===== src/rtl/lsu_pkg.sv =====
// Shared state encoding, funct3 encodings and access-size helpers for the load/store unit.
// No logic of its own; imported by lsu and lsu_align.
// Size and misalignment are derived from funct3 alone so that decode and checking always agree.
package lsu_pkg;

  typedef enum logic [1:0] {
    LSU_IDLE = 2'd0,
    LSU_REQ  = 2'd1,
    LSU_WAIT = 2'd2,
    LSU_DONE = 2'd3
  } lsu_state_e;

  localparam logic [2:0] LSU_LB  = 3'b000;
  localparam logic [2:0] LSU_LH  = 3'b001;
  localparam logic [2:0] LSU_LW  = 3'b010;
  localparam logic [2:0] LSU_LD  = 3'b011;
  localparam logic [2:0] LSU_LBU = 3'b100;
  localparam logic [2:0] LSU_LHU = 3'b101;
  localparam logic [2:0] LSU_LWU = 3'b110;
  localparam logic [2:0] LSU_SB  = 3'b000;
  localparam logic [2:0] LSU_SH  = 3'b001;
  localparam logic [2:0] LSU_SW  = 3'b010;
  localparam logic [2:0] LSU_SD  = 3'b011;

  // Access size in bytes: 1, 2, 4 or 8.
  function automatic logic [3:0] lsu_size(input logic [2:0] funct3);
    logic [3:0] size;
    case (funct3[1:0])
      2'b00:   size = 4'd1;
      2'b01:   size = 4'd2;
      2'b10:   size = 4'd4;
      default: size = 4'd8;
    endcase
    return size;
  endfunction

  // funct3 111 has no legal access, so it reports as misaligned.
  function automatic logic lsu_misaligned(input logic [2:0] funct3, input logic [2:0] off);
    logic mis;
    case (funct3[1:0])
      2'b00:   mis = 1'b0;
      2'b01:   mis = off[0];
      2'b10:   mis = |off[1:0];
      default: mis = |off;
    endcase
    return mis || (funct3 == 3'b111);
  endfunction

endpackage


===== src/rtl/lsu_align.sv =====
// Byte-lane steering: store data/mask placement and load extraction with sign/zero extension.
// Purely combinational, zero latency.
// No handshake; the caller qualifies inputs and outputs.
module lsu_align
  import lsu_pkg::*;
#(
  parameter int XLEN   = 64,
  parameter int MASK_W = XLEN / 8
) (
  input  logic [2:0]        st_off,
  input  logic [3:0]        st_size,
  input  logic [XLEN-1:0]   st_wdata,
  output logic [XLEN-1:0]   st_data,
  output logic [MASK_W-1:0] st_mask,
  input  logic [XLEN-1:0]   ld_rdata,
  input  logic [2:0]        ld_off,
  input  logic [2:0]        ld_funct3,
  output logic [XLEN-1:0]   ld_data
);

  logic [MASK_W-1:0] base_mask;
  logic [XLEN-1:0]   shifted;

  always_comb begin
    st_data = st_wdata << {st_off, 3'b000};
    // Shifting all-ones by the size leaves exactly size low bits clear; invert to get them set.
    base_mask = ~({MASK_W{1'b1}} << st_size);
    st_mask   = base_mask << st_off;
  end

  always_comb begin
    shifted = ld_rdata >> {ld_off, 3'b000};
    case (ld_funct3)
      LSU_LB:  ld_data = {{(XLEN-8){shifted[7]}}, shifted[7:0]};
      LSU_LBU: ld_data = {{(XLEN-8){1'b0}}, shifted[7:0]};
      LSU_LH:  ld_data = {{(XLEN-16){shifted[15]}}, shifted[15:0]};
      LSU_LHU: ld_data = {{(XLEN-16){1'b0}}, shifted[15:0]};
      LSU_LW:  ld_data = {{(XLEN-32){shifted[31]}}, shifted[31:0]};
      LSU_LWU: ld_data = {{(XLEN-32){1'b0}}, shifted[31:0]};
      default: ld_data = shifted;
    endcase
  end

endmodule


===== src/rtl/lsu.sv =====
// Load/store unit: single-outstanding memory port with alignment, masking and load extension.
// Latency: done 3 cycles after accept when memory is immediately ready; 1 cycle for misaligned.
// Backpressure: lsu_ready only in IDLE; request held stable until mem_req_ready.
module lsu
  import lsu_pkg::*;
#(
  parameter int XLEN   = 64,
  parameter int MASK_W = XLEN / 8
) (
  input  logic              clk,
  input  logic              rst_n,
  input  logic              lsu_valid,
  output logic              lsu_ready,
  input  logic              lsu_we,
  input  logic [2:0]        lsu_funct3,
  input  logic [XLEN-1:0]   lsu_addr,
  input  logic [XLEN-1:0]   lsu_wdata,
  output logic              lsu_done,
  output logic [XLEN-1:0]   lsu_rdata,
  output logic              lsu_err,
  output logic              mem_req_valid,
  input  logic              mem_req_ready,
  output logic              mem_req_we,
  output logic [XLEN-1:0]   mem_req_addr,
  output logic [XLEN-1:0]   mem_req_wdata,
  output logic [MASK_W-1:0] mem_req_wmask,
  input  logic              mem_resp_valid,
  input  logic [XLEN-1:0]   mem_resp_rdata
);

  typedef struct packed {
    logic              we;
    logic [XLEN-1:0]   addr;
    logic [XLEN-1:0]   wdata;
    logic [MASK_W-1:0] wmask;
  } mem_req_t;

  lsu_state_e      state_q, state_d;
  mem_req_t        req_q, req_d;
  logic [2:0]      funct3_q, funct3_d;
  logic [2:0]      off_q, off_d;
  logic [XLEN-1:0] rdata_q, rdata_d;
  logic            err_q, err_d;

  logic              accept;
  logic              misaligned;
  logic [3:0]        size;
  logic [XLEN-1:0]   st_data;
  logic [MASK_W-1:0] st_mask;
  logic [XLEN-1:0]   ld_data;

  assign accept     = lsu_valid && lsu_ready;
  assign size       = lsu_size(lsu_funct3);
  assign misaligned = lsu_misaligned(lsu_funct3, lsu_addr[2:0]);

  lsu_align #(.XLEN(XLEN), .MASK_W(MASK_W)) u_align (
    .st_off    (lsu_addr[2:0]),
    .st_size   (size),
    .st_wdata  (lsu_wdata),
    .st_data   (st_data),
    .st_mask   (st_mask),
    .ld_rdata  (mem_resp_rdata),
    .ld_off    (off_q),
    .ld_funct3 (funct3_q),
    .ld_data   (ld_data)
  );

  always_ff @(posedge clk or negedge rst_n) begin
    if (!rst_n) state_q <= LSU_IDLE;
    else        state_q <= state_d;
  end

  always_comb begin
    state_d = state_q;
    case (state_q)
      LSU_IDLE: if (accept)         state_d = misaligned ? LSU_DONE : LSU_REQ;
      LSU_REQ:  if (mem_req_ready)  state_d = LSU_WAIT;
      LSU_WAIT: if (mem_resp_valid) state_d = LSU_DONE;
      default:                      state_d = LSU_IDLE;
    endcase
  end

  always_comb begin
    lsu_ready     = (state_q == LSU_IDLE);
    mem_req_valid = (state_q == LSU_REQ);
    lsu_done      = (state_q == LSU_DONE);
  end

  // Result registers only change on the way into DONE, so they hold between completions.
  always_comb begin
    req_d    = req_q;
    funct3_d = funct3_q;
    off_d    = off_q;
    rdata_d  = rdata_q;
    err_d    = err_q;
    if (accept) begin
      req_d.we    = lsu_we;
      req_d.addr  = {lsu_addr[XLEN-1:3], 3'b000};
      req_d.wdata = lsu_we ? st_data : '0;
      req_d.wmask = lsu_we ? st_mask : '0;
      funct3_d    = lsu_funct3;
      off_d       = lsu_addr[2:0];
      if (misaligned) begin
        err_d   = 1'b1;
        rdata_d = '0;
      end
    end
    if (state_q == LSU_WAIT && mem_resp_valid) begin
      err_d   = 1'b0;
      rdata_d = req_q.we ? '0 : ld_data;
    end
  end

  always_ff @(posedge clk or negedge rst_n) begin
    if (!rst_n) begin
      req_q    <= '0;
      funct3_q <= '0;
      off_q    <= '0;
      rdata_q  <= '0;
      err_q    <= 1'b0;
    end else begin
      req_q    <= req_d;
      funct3_q <= funct3_d;
      off_q    <= off_d;
      rdata_q  <= rdata_d;
      err_q    <= err_d;
    end
  end

  assign mem_req_we    = req_q.we;
  assign mem_req_addr  = req_q.addr;
  assign mem_req_wdata = req_q.wdata;
  assign mem_req_wmask = req_q.wmask;
  assign lsu_rdata     = rdata_q;
  assign lsu_err       = err_q;

endmodule


===== config.mk =====
export PLATFORM = sky130hd
export DESIGN_NAME = lsu
export DESIGN_NICKNAME = d
export VERILOG_FILES = /design/src/rtl/lsu_pkg.sv /design/src/rtl/lsu_align.sv /design/src/rtl/lsu.sv
export SDC_FILE = /design/constraint.sdc
export NUM_CORES = 1
export LEC_CHECK = 0
export ABC_AREA = 1
export BUFFER_PORTS_ARGS = -buffer_cell sky130_fd_sc_hd__buf_2
export CAP_MARGIN = 10
export CORE_UTILIZATION = 35
export DETAILED_ROUTE_END_ITERATION = 8
export PLACE_DENSITY = 0.65
export SYNTH_ARGS = -nofsm -noshare
export SYNTH_HDL_FRONTEND = slang
export SYNTH_SLANG_ARGS = --single-unit

===== constraint.sdc =====
create_clock -name clk -period 2.2 [get_ports clk]
set_clock_uncertainty 0.1 [all_clocks]
set_input_delay 0.11 -clock clk [delete_from_list [all_inputs] [get_ports clk]]
set_output_delay 0.11 -clock clk [all_outputs]
set_load 0.01 [all_outputs]

==> impl_summary.log <==
INFO  metric result_of_the_run = complete, no violations
INFO  metric power.leakage = 9.08 nW
INFO  metric synth_top_cells_by_count = 751 x sky130_fd_sc_hd__nand2_1, 207 x sky130_fd_sc_hd__dfrtp_1, 157 x sky130_fd_sc_hd__nand3_1
INFO  metric cts.sink_count = 207
INFO  metric final-hold-violation-count = 0
INFO  metric avgViaCountPerCell = 5.19
INFO  metric grtUsageTotal = between 20% and 30%
INFO  metric design.final.nets = 2351
INFO  metric p_total = ~21 mW
INFO  metric ir_worst_vdd = 0.000662 V
INFO  metric r2r.worst_path.cells = 6
INFO  metric die_height = 183 microns
INFO  metric critical_path.slowest_cell = sky130_fd_sc_hd__dlygate4sd3_1
INFO  metric grt_start_max_net_pins = 94
INFO  metric timing.max_slew.rel_slack = 62.9%
INFO  metric fill_cells = between 3000 and 4000
INFO  metric place_congestion = ~0.9
INFO  metric via_total_after_detailed_routing = ~14000
INFO  metric timing.fmax = 476 MHz
INFO  metric worst_setup_path_end_kind = flip-flop
INFO  metric hold_class = in -> async
INFO  metric post-synth-top-count-cell = sky130_fd_sc_hd__nand2_1
INFO  metric max_cap_violations = 0
INFO  metric ys_seq_area_share = 45.0%
INFO  metric combinationalPowerShare = about half
INFO  metric final_util = 51.1%
INFO  metric vias_in_the_first_global_route = 13388
INFO  metric fraction_of_registers_with_async_set_or_reset_after_synthesis = 100%
INFO  metric rsz0062_at_grt = false
INFO  metric synth.top_cell.area_share = ~45%
INFO  metric sequence_of_cells_on_the_critical_path = inv_4 -> buf_12 -> a21oi_1 -> dlygate4sd3_1 -> o31ai_1 -> nand2_1
INFO  metric worst_path_bufs_invs = 3
INFO  metric fin_crit = 2100 ps
INFO  metric power_frac_clock = 20.5%
INFO  metric kind_of_cell_adding_the_most_delay_to_the_critical_path = buffers and inverters
INFO  metric floorplan.core_area = ~32000 sq um
INFO  metric dpl_cell_area = roughly 14000 sq um
INFO  metric global_route_wire_length_before_repair = between 70000 and 80000 microns
INFO  metric synth.top_cells.by_area = sky130_fd_sc_hd__dfrtp_1 45%, sky130_fd_sc_hd__nand2_1 25%, sky130_fd_sc_hd__nand3_1 6.8%
INFO  metric dpl.cell_count = 2387
INFO  metric cp_max_fo = 30
INFO  metric yosys.cell_types.count = 35
INFO  metric timing_worst_slew_pin_value = 557 ps
INFO  metric port-buffer-count = about 400
INFO  metric cts_tree = yes
INFO  metric layout_worst_path_cycle_share = between 90% and 100%
INFO  metric p_per_area = 1260 nW/um^2
INFO  metric die_width = 183 microns
INFO  metric final_layout_size_suffix_gt1_share = roughly a quarter
INFO  metric critical_path_arrival = 2410 ps
INFO  metric clk_pin_slew_worst_paths = 60 ps
INFO  metric p_sw_share = 44.2%
INFO  metric power_report.internal_total = around 12 mW
INFO  metric remaining_global_route_overflow = 0
INFO  metric std_cell_rows = 66
INFO  metric postRouteWirelength = 47200 microns
INFO  metric yosys_register_bits = 207
INFO  metric synth.cell_area = 11500 sq um
INFO  metric synth_warnings = 0
INFO  metric numCtsBuffers = 25
INFO  metric area_growth = 44.2%
INFO  metric clockBufferDepth = 3
INFO  metric switchingPower = 9.24 mW
INFO  metric synth_area_leader_cell = sky130_fd_sc_hd__dfrtp_1
INFO  metric avgSynthCellArea = 7.08 sq um
INFO  metric slowest_delay = 560 ps
INFO  metric crit_cells = 6
INFO  metric final_instance_area = approximately 17000 sq um
INFO  metric cp_data_required_time = 2510 ps
INFO  metric synth_enable_flop_cells = 0
INFO  metric setup-violations-final = 0
INFO  metric final_number_of_max_transition_violations = 0
INFO  metric antenna_violating_nets_post_route = 0
INFO  metric crit_path_start_kind = flip-flop
INFO  metric detail_route.drc_violations = 0
INFO  metric io_pins = about 410
INFO  metric detail_route.wl_per_cell = 18.1 microns
INFO  metric setup_total_negative_slack = 0 ps
INFO  metric setup.worst_path.class = reg -> reg
INFO  metric postSynthCellCount = 1623
INFO  metric detail_route.iter0.violations = around 1300
INFO  metric die_area = between 30000 and 40000 sq um
INFO  metric grt_antenna_before_repair = 5
INFO  metric dp_hpwl = between 30000 and 40000 microns
INFO  metric worst_skew_pair_latency = 530 ps
INFO  metric finalNonFillerCells = roughly 2600
INFO  metric dominantRegCellSynth = sky130_fd_sc_hd__dfrtp_1
INFO  metric start_util = 35.4%
INFO  metric power.share.sequential = a little under a third
INFO  metric cts_htree_levels = 1
INFO  metric cts.root.buffer_cell = sky130_fd_sc_hd__clkbuf_16
INFO  metric drt_pre_antenna_iters = 7
## flip-flops by register name, indices dropped and copies added (netlist names)
name and flops:
funct3_q 3, lsu_rdata 64, mem_req_wmask 8, mem_req_wdata 64, mem_req_addr 61, state_q 2, mem_req_we 1, off_q 3
lsu_err 1
## kinds of logic after synthesis
kind of cell / Yosys count / share of synthesized area, %
and+or+nand+nor: 979 / 34.1
AOI/OAI and AO/OA: 253 / 12.4
adders and majority gates: 4 / 0.435
muxes: 20 / 1.74
DFF: 207 / 45.0
other: 1 / 0.0326
buffers and inverters: 159 / 6.26
## final timing paths
check                      slack (ps)                 startpoint                            end
hold / removal                     20                      rst_n  mem_req_wdata[62]$_DFFE_PN0P_
max in group asynchronous        1310                      rst_n           off_q[0]$_DFFE_PN0P_
min in group clk                   20              lsu_wdata[47]  mem_req_wdata[47]$_DFFE_PN0P_
setup / recovery                  100       off_q[1]$_DFFE_PN0P_       lsu_rdata[6]$_DFFE_PN0P_
setup reg to reg                  100       off_q[1]$_DFFE_PN0P_       lsu_rdata[6]$_DFFE_PN0P_
hold reg to reg                   360  lsu_rdata[30]$_DFFE_PN0P_      lsu_rdata[30]$_DFFE_PN0P_
## per-layer routing
layer | vias to the layer above | global-route usage [%] | routed length, microns
li1 | 6316 | - | -
met1 | 6298 | 33.5 | 18000
met2 | 767 | 44.7 | 22000
met3 | 159 | 5.00 | 4360
met4 | 0 | 16.1 | 2820
met5 | - | 0 | 0
## power by group through the flow
stage | sequential [mW] | combinational, mW | clock, mW
2_1_floorplan | 6.88 | 5.33 | 0
5_1_grt | 6.58 | 11.3 | 4.52
3_5_place_dp | 6.37 | 9.59 | 0
3_3_place_gp | 6.39 | 9.45 | 0
6_report | 6.41 | 10.2 | 4.29
4_1_cts | 6.37 | 9.93 | 4.35
## placed cells by master, fill, tap and decap left out, drive strengths merged
master / instances
nand2: 753
buf: 437
dfrtp: 207
dlygate4sd3: 171
nand3: 158
o21ai: 129
a21oi: 66
nor2: 54
inv: 41
o211ai: 36
clkbuf: 36
mux2i: 20
or2: 11
o31ai: 8
clkinv: 7
diode: 5
ha: 4
a31oi: 3
nor3: 3
conb: 3
bufinv: 3
a32o: 2
a22o: 2
a22oi: 2
a21o: 2
clkinvlp: 2
o221ai: 1
a21boi: 1
o21a: 1
## layout make-up
cell class,count,area (sq um),area share (%)
Tap cell,442,553,3.33
Inverter,43,166,1.00
Clock inverter,10,134,0.807
Clock buffer,34,699,4.22
Antenna cell,5,12.5,0.0754
Multi-Input combinational cell,1259,5640,34.0
Timing Repair Buffer,610,4200,25.3
Sequential cell,207,5180,31.2
## stage by stage
step / setup slack [ps] / hold WS, ps
after floorplan: 340 / -286
after global placement: 268 / -16.0
after detailed placement: 163 / -12.2
after CTS: 36.9 / 0.242
after global routing: 7.42 / 50.2
final: 101 / 15.4
## timing repair
action                                  in CTS  in global routing
gates resized for setup                      0                  8
endpoints found under the setup margin       0                 16
hold buffers                               171                  0
setup buffers                                0                  1
endpoints found under the hold margin      347                  0
Note: power is estimated with default switching activity, not from simulation.
